===== config.mk =====
export PLATFORM = sky130hd
export DESIGN_NAME = team_06_effect_engine
export DESIGN_NICKNAME = d
export VERILOG_FILES = /design/src/rtl/team_06_pkg.sv /design/src/rtl/team_06_delay_line.sv /design/src/rtl/team_06_effect_engine.sv
export SDC_FILE = /design/constraint.sdc
export NUM_CORES = 2
export LEC_CHECK = 0
export CORE_UTILIZATION = 40
export DETAILED_ROUTE_END_ITERATION = 7
export GPL_ROUTABILITY_DRIVEN = 1
export PLACE_DENSITY = 0.53
export SLEW_MARGIN = 20
export SYNTH_ARGS = -nofsm -noshare
export SYNTH_HDL_FRONTEND = slang
export SYNTH_SLANG_ARGS = --single-unit

===== constraint.sdc =====
create_clock -name clk -period 10.2 [get_ports clk]
set_clock_uncertainty 0.2 [all_clocks]
set_input_delay 1.53 -clock clk [delete_from_list [all_inputs] [get_ports clk]]
set_output_delay 1.53 -clock clk [all_outputs]
set_load 0.01 [all_outputs]

===== src/rtl/team_06_pkg.sv =====
// Shared types, constants and saturation helper for the team_06 effect engine.
package team_06_pkg;

    typedef enum logic [2:0] {
        NORMAL  = 3'd0,
        ECHO    = 3'd1,
        TREMOLO = 3'd2,
        REVERB  = 3'd3,
        SOFT    = 3'd4
    } current_effect_t;

    typedef enum logic {
        ST_CLEAR = 1'b0,
        ST_RUN   = 1'b1
    } engine_state_t;

    localparam logic [7:0] SILENCE = 8'd128;

    // Clamp a signed sample to [-128,127] and return it in offset-binary form.
    function automatic logic [7:0] sat8(input logic signed [17:0] v);
        if (v > 18'sd127) begin
            return 8'd255;
        end else if (v < -18'sd128) begin
            return 8'd0;
        end else begin
            return {~v[7], v[6:0]};
        end
    endfunction

endpackage


===== src/rtl/team_06_delay_line.sv =====
// Circular DEPTH x 8 sample buffer: registered read, single write port, wrapping pointer.
module team_06_delay_line
    import team_06_pkg::*;
#(
    parameter int DEPTH  = 256,
    parameter int ADDR_W = $clog2(DEPTH)
) (
    input  logic              clk,
    input  logic              rst_n,
    input  logic              i_ptr_clr,
    input  logic              i_adv,
    input  logic              i_wr_en,
    input  logic [7:0]        i_wr_data,
    input  logic              i_rd_en,
    output logic [7:0]        o_rd_data,
    output logic [ADDR_W-1:0] o_ptr
);

    logic [7:0]        r_mem [DEPTH];
    logic [ADDR_W-1:0] r_ptr;
    logic [7:0]        r_rd_data;
    logic [ADDR_W-1:0] w_rd_addr;

    // A read issued while the pointer is advancing must fetch the slot it is moving onto.
    assign w_rd_addr = i_adv ? (r_ptr + ADDR_W'(1)) : r_ptr;

    always_ff @(posedge clk or negedge rst_n) begin
        if (!rst_n) begin
            r_ptr <= '0;
        end else if (i_ptr_clr) begin
            r_ptr <= '0;
        end else if (i_adv) begin
            r_ptr <= r_ptr + ADDR_W'(1);
        end
    end

    always_ff @(posedge clk) begin
        if (i_wr_en) begin
            r_mem[r_ptr] <= i_wr_data;
        end
        if (i_rd_en) begin
            r_rd_data <= r_mem[w_rd_addr];
        end
    end

    assign o_rd_data = r_rd_data;
    assign o_ptr     = r_ptr;

endmodule


===== src/rtl/team_06_effect_engine.sv =====
// Per-sample audio effect stage (NORMAL/ECHO/TREMOLO/REVERB/SOFT) with a 2-cycle pipeline,
// circular history buffer and triangle LFO; history is wiped whenever the effect changes.
module team_06_effect_engine
    import team_06_pkg::*;
#(
    parameter int DEPTH   = 256,
    parameter int LFO_DIV = 32
) (
    input  logic       clk,
    input  logic       rst_n,
    input  logic       sample_valid,
    input  logic [7:0] mic_aud,
    input  logic       effect_en,
    input  logic [2:0] current_effect,
    output logic [7:0] eff_aud,
    output logic       eff_valid,
    output logic       busy
);

    localparam int ADDR_W = $clog2(DEPTH);
    localparam int CNT_W  = (LFO_DIV > 1) ? $clog2(LFO_DIV) : 1;

    engine_state_t     r_state;
    logic [2:0]        r_last_effect;
    logic              r_armed;
    logic [7:0]        r_lfo_p;
    logic [CNT_W-1:0]  r_cnt;

    logic              r_vld_p1;
    logic              r_byp_p1;
    logic [7:0]        r_x_p1;
    logic              r_en_p1;

    logic              w_change;
    logic              w_clearing;
    logic              w_proc;
    logic              w_clear_done;
    logic [ADDR_W-1:0] w_ptr;
    logic [7:0]        w_d_p1;

    logic signed [17:0] w_s;
    logic signed [17:0] w_e;
    logic signed [17:0] w_g;
    logic signed [17:0] w_prod;
    logic [7:0]         w_y_p2;
    logic [7:0]         w_wr_p2;

    // The first cycle after reset only captures the effect, so it never counts as a change.
    assign w_change     = r_armed && (current_effect != r_last_effect);
    assign w_clearing   = (r_state == ST_CLEAR);
    assign w_proc       = r_vld_p1 && !r_byp_p1;
    assign w_clear_done = w_clearing && (w_ptr == ADDR_W'(DEPTH - 1));

    team_06_delay_line #(
        .DEPTH (DEPTH)
    ) u_delay_line (
        .clk       (clk),
        .rst_n     (rst_n),
        .i_ptr_clr (w_change || w_clear_done),
        .i_adv     (w_clearing || w_proc),
        .i_wr_en   (w_clearing || w_proc),
        .i_wr_data (w_clearing ? SILENCE : w_wr_p2),
        .i_rd_en   (sample_valid && !w_clearing && !w_change),
        .o_rd_data (w_d_p1),
        .o_ptr     (w_ptr)
    );

    always_ff @(posedge clk or negedge rst_n) begin
        if (!rst_n) begin
            r_state       <= ST_CLEAR;
            busy          <= 1'b1;
            r_last_effect <= NORMAL;
            r_armed       <= 1'b0;
            r_lfo_p       <= '0;
            r_cnt         <= '0;
        end else begin
            r_last_effect <= current_effect;
            r_armed       <= 1'b1;
            if (w_change) begin
                r_state <= ST_CLEAR;
                busy    <= 1'b1;
            end else if (w_clear_done) begin
                r_state <= ST_RUN;
                busy    <= 1'b0;
            end
            if (w_change) begin
                r_lfo_p <= '0;
                r_cnt   <= '0;
            end else if (w_proc) begin
                if (r_cnt == CNT_W'(LFO_DIV - 1)) begin
                    r_cnt   <= '0;
                    r_lfo_p <= r_lfo_p + 8'd1;
                end else begin
                    r_cnt <= r_cnt + CNT_W'(1);
                end
            end
        end
    end

    // Stage 1: latch the sample; the delay line registers the oldest history entry alongside.
    always_ff @(posedge clk or negedge rst_n) begin
        if (!rst_n) begin
            r_vld_p1 <= 1'b0;
            r_byp_p1 <= 1'b1;
        end else begin
            r_vld_p1 <= sample_valid;
            r_byp_p1 <= w_clearing || w_change;
        end
    end

    always_ff @(posedge clk) begin
        if (sample_valid) begin
            r_x_p1  <= mic_aud;
            r_en_p1 <= effect_en;
        end
    end

    always_comb begin
        w_s     = $signed({10'b0, r_x_p1}) - 18'sd128;
        w_e     = $signed({10'b0, w_d_p1}) - 18'sd128;
        w_g     = $signed({10'b0, (r_lfo_p[7] ? ~r_lfo_p[6:0] : r_lfo_p[6:0]), 1'b1});
        w_prod  = w_s * w_g;
        w_y_p2  = r_x_p1;
        w_wr_p2 = r_x_p1;
        case (r_last_effect)
            ECHO:    w_y_p2 = sat8(w_s + (w_e >>> 1));
            REVERB: begin
                w_y_p2  = sat8(w_s + (w_e >>> 1));
                w_wr_p2 = w_y_p2;
            end
            SOFT:    w_y_p2 = sat8(w_s >>> 1);
            TREMOLO: w_y_p2 = sat8(w_prod >>> 8);
            default: w_y_p2 = r_x_p1;
        endcase
        // Muted output still feeds history with the dry input, except REVERB which must decay.
        if (!r_en_p1) begin
            w_y_p2 = SILENCE;
            if (r_last_effect == REVERB) begin
                w_wr_p2 = SILENCE;
            end
        end
    end

    // Stage 2: register the result and pulse the valid strobe.
    always_ff @(posedge clk or negedge rst_n) begin
        if (!rst_n) begin
            eff_aud   <= SILENCE;
            eff_valid <= 1'b0;
        end else begin
            eff_valid <= r_vld_p1;
            if (r_vld_p1) begin
                eff_aud <= r_byp_p1 ? SILENCE : w_y_p2;
            end
        end
    end

endmodule


==> summary.txt <==
Outcome
  • Result of the run: complete, but fails checks
  • Violations in the final reports: DRC

STA
  • Total count of hold-check failures in the final report: 0
  • Setup total negative slack: 0 ns
  • Clock period minus final worst setup slack: 6.272 ns
  • Fin. max-slew vios: 0
  • Slack of the critical path: 3.928 ns
  • Relative max-transition margin: 20.64%
  • Hold slack final: 0.3152 ns
  • Portion of the clock cycle consumed by the worst path in the final layout: 61.49%
  • Unrepaired setup endpoints after global routing: false
  • Maximum operating frequency: 0.1594 GHz
  • # setup viols final: 0
  • Slew of the pin with the lowest slew margin: 1.181 ns

Drt
  • Total routed wirelength: 206,000 um
  • Post-detailed-route via-to-cell ratio: 5.571
  • Initial drt markers: 4,471
  • DR DRC count: 6
  • Via count: 45,310
  • Count of nets left with antenna violations after detail routing: 0
  • Per-cell routed wire length: 25.33 um
  • 1st-pass router iterations: 8

Critical path
  • CP top delay family: adder cells
  • Crit path buf inv count: 5
  • Endpoint type of the worst setup path: flop
  • Required time at the worst-slack endpoint: 10.72 ns
  • Critical-path top delay cell: dfrtp_1
  • Crit Path Category: flop to flop
  • Maximum fanout along the worst path: 8
  • Startpoint kind of the worst setup timing path: flop
  • Biggest cell delay along the critical path: 0.64 ns
  • Arrival time worst endpoint: 6.79 ns
  • Cell-by-cell listing of the critical path: xor2_1 > nand2_1 > inv_1 > fa_1 > inv_1 > fa_1 > inv_1 > fa_1 > inv_1 > fa_1 > inv_1 > ha_1 > a21o_1 > a21o_1 > a221o_1 > a21o_4 > o311ai_1 > a311oi_2 > and2b_4 > a221o_1 > a31o_1
  • Most used cell along the critical path: inv_1

Power and ir drop
  • Power consumption: 17.93 mW
  • PwrDens: 211.8 nW/um^2
  • Leakage component of the power: 28.25 nW
  • Worst vdd rail ir drop: 0.1899 mV

GRT
  • First-pass GRT wire length: 301,300 um
  • Pin count of the biggest net entering global routing: 199
  • Global-route total usage across every layer: 21.24%
  • Number of antenna violations at the first check in global routing: 10
  • Global route overflow: 0
  • Via count of the first global-routing pass: 43,620

Hold path
  • Min-Delay Path Class: flop to flop

Synthesis
  • Synthesized instance count: 5,522
  • Most used standard cells in the synthesized netlist: edfxtp_1 (1,808), nand2_1 (1,337), nand3_1 (455), nor2_1 (304), a32oi_1 (275)
  • Net count after synthesis: 5,639
  • Prevailing post-synth register cell: edfxtp_1
  • Cell Area, Synth: 75,660 sq um
  • Share of the synthesized area in the top cell type: 71.76%
  • Dominant cell by count in the synthesized netlist: edfxtp_1
  • Register bit total from synthesis: 1,846
  • Mapped Avg Cell Area: 13.70 sq um
  • Number of synthesized flops with an enable pin: 1,808
  • Post-synth ARST share: 2.059%
  • Share of synthesized area occupied by flip-flops and latches: 73.02%
  • Top cells by area, synth: edfxtp_1 (72%), nand2_1 (6.6%), mux2i_1 (3.6%)
  • Synth warnings: 0
  • Synth unique cells: 79
  • Largest area contributor in the synthesized netlist: edfxtp_1

Place
  • Placed inst area: 78,640 sq um
  • Count of port buffers added during placement: 24
  • Final RePlAce weighted congestion: 0.8065
  • Sum of net half-perimeters after detailed placement: 116,000 um
  • Worst slack, placed: 3.928 ns
  • Cells after DPL: 7,781

Clock network
  • Clock sinks: 1,846
  • H-tree lvl count: 4
  • Largest buffer count on any clock path: 3
  • Post-CTS setup repair buffer count: 0
  • CTS root buf: clkbuf_16
  • Clock buffers created by TritonCTS: 193
  • Skew-Pair Late Insertion Delay: 0.85 ns
  • Clock slew at the register clock pins of the worst setup and hold paths: 0.06 ns
  • Count of instances resized after the clock tree is built: 0
  • Clock tree from TritonCTS: built
  • CTS hold repair buffers: 0

Cells and area
  • Final Instance Count excl. Fillers: 8,134
  • Ratio of cells with drive above 1 in the final layout: 7.024%
  • Final-layout fill cell count: 16,770
  • Nets: 5,599
  • Cell area after layout: 84,640 sq um
  • Area overhead of the layout relative to synthesis: 11.87%
  • Layout Utilization: 45.07%

Floorplanning
  • Floorplan row count: 159
  • Die area: 190,900 sq um
  • Standard cell core area: 187,800 sq um
  • Width of the chip: 436.9 um
  • Number of top-level design ports: 25
  • Starting utilization of the core area: 40.29%
  • Die height: 436.9 um

Flow run
  • Maximum Capacitance Violations: 0
power breakdown:
| group | total [mW] | internal, mW | switching [mW] |
|---|---|---|---|
| Combinational | 2.94 | 0.854 | 2.09 |
| Sequential | 8.26 | 8.24 | 0.0255 |
| Clock | 6.73 | 3.80 | 2.92 |
cells by family after synthesis:
| kind of cell | share of synthesized area [%] |
|---|---|
| compound gates | 4.153 |
| xor+xnor | 0.5755 |
| fa+ha+maj | 2.243 |
| buf+inv | 2.307 |
| flops | 73.02 |
| mux | 3.656 |
| other cells | 0.004957 |
| simple gates | 14.04 |
path summary, 6_finish.rpt:
check / start / endpoint / slack (ns) / cells past startpoint
min reg2reg: busy / busy / 0.32 / 2
max in group asynchronous: rst_n / u_delay_line.o_ptr[6] / 8.50 / 1
min: busy / busy / 0.32 / 2
max: r_lfo_p[7] / eff_aud[1] / 3.93 / 21
max reg2reg: r_lfo_p[7] / eff_aud[1] / 3.93 / 21
min in group asynchronous: rst_n / eff_aud[5] / 0.65 / 1
per-layer routing:
metal  GRT usage, %  wire [um]  vias up  part of all wire, %
met5              0         42        -                0.020
met4          6.739       6403        6                  3.1
met3          3.896      13910      335                  6.8
met2          32.75      95080     1452                   46
met1          30.39      90590    23090                   44
li1               -          -    20430                    -
cell type report:
| cell class | count | area (sq um) | area share, % |
|---|---|---|---|
| Clock buffer | 252 | 5200 | 6.144 |
| Multi-Input combinational cell | 3243 | 18890 | 22.32 |
| Sequential cell | 1846 | 55250 | 65.27 |
| Clock inverter | 99 | 772.0 | 0.9121 |
| Tap cell | 2495 | 3122 | 3.688 |
| Timing Repair Buffer | 103 | 1049 | 1.239 |
| Antenna cell | 1 | 2.502 | 0.002957 |
| Inverter | 95 | 356.6 | 0.4213 |
layout by cell type, fill, tap and decap left out, types with 46 or more instances in the layout:
cell,n
edfxtp_1,1808
fa_1,56
nand4_1,207
clkbuf_1,52
a32oi_1,275
nand3_1,442
mux2i_1,273
nor2_1,300
clkbuf_16,200
clkinv_1,54
inv_1,92
nand2_1,1333
ha_1,46
buf_4,62
worst reg2reg max path: cells and delay by family (launching register included):
| family | cells | cell delay (ns) |
|---|---|---|
| compound gates | 8 | 1.81 |
| simple gates | 2 | 0.40 |
| fa+ha+maj | 5 | 1.98 |
| flops | 1 | 0.64 |
| xor+xnor | 1 | 0.60 |
| buf+inv | 5 | 0.55 |
flip-flops by register name, indices dropped and copies added (netlist names):
name and count:
r_lfo_p 8, busy 1, r_byp_p1 1, r_vld_p1 1, eff_aud 8, r_state 1
eff_valid 1, u_delay_line.o_rd_data 7, u_delay_line.o_ptr 8, u_delay_line.r_mem 1792, r_armed 1, r_x_p1 8
r_cnt 5, r_en_p1 1, r_last_effect 3
(Power assumes the default switching activity.)
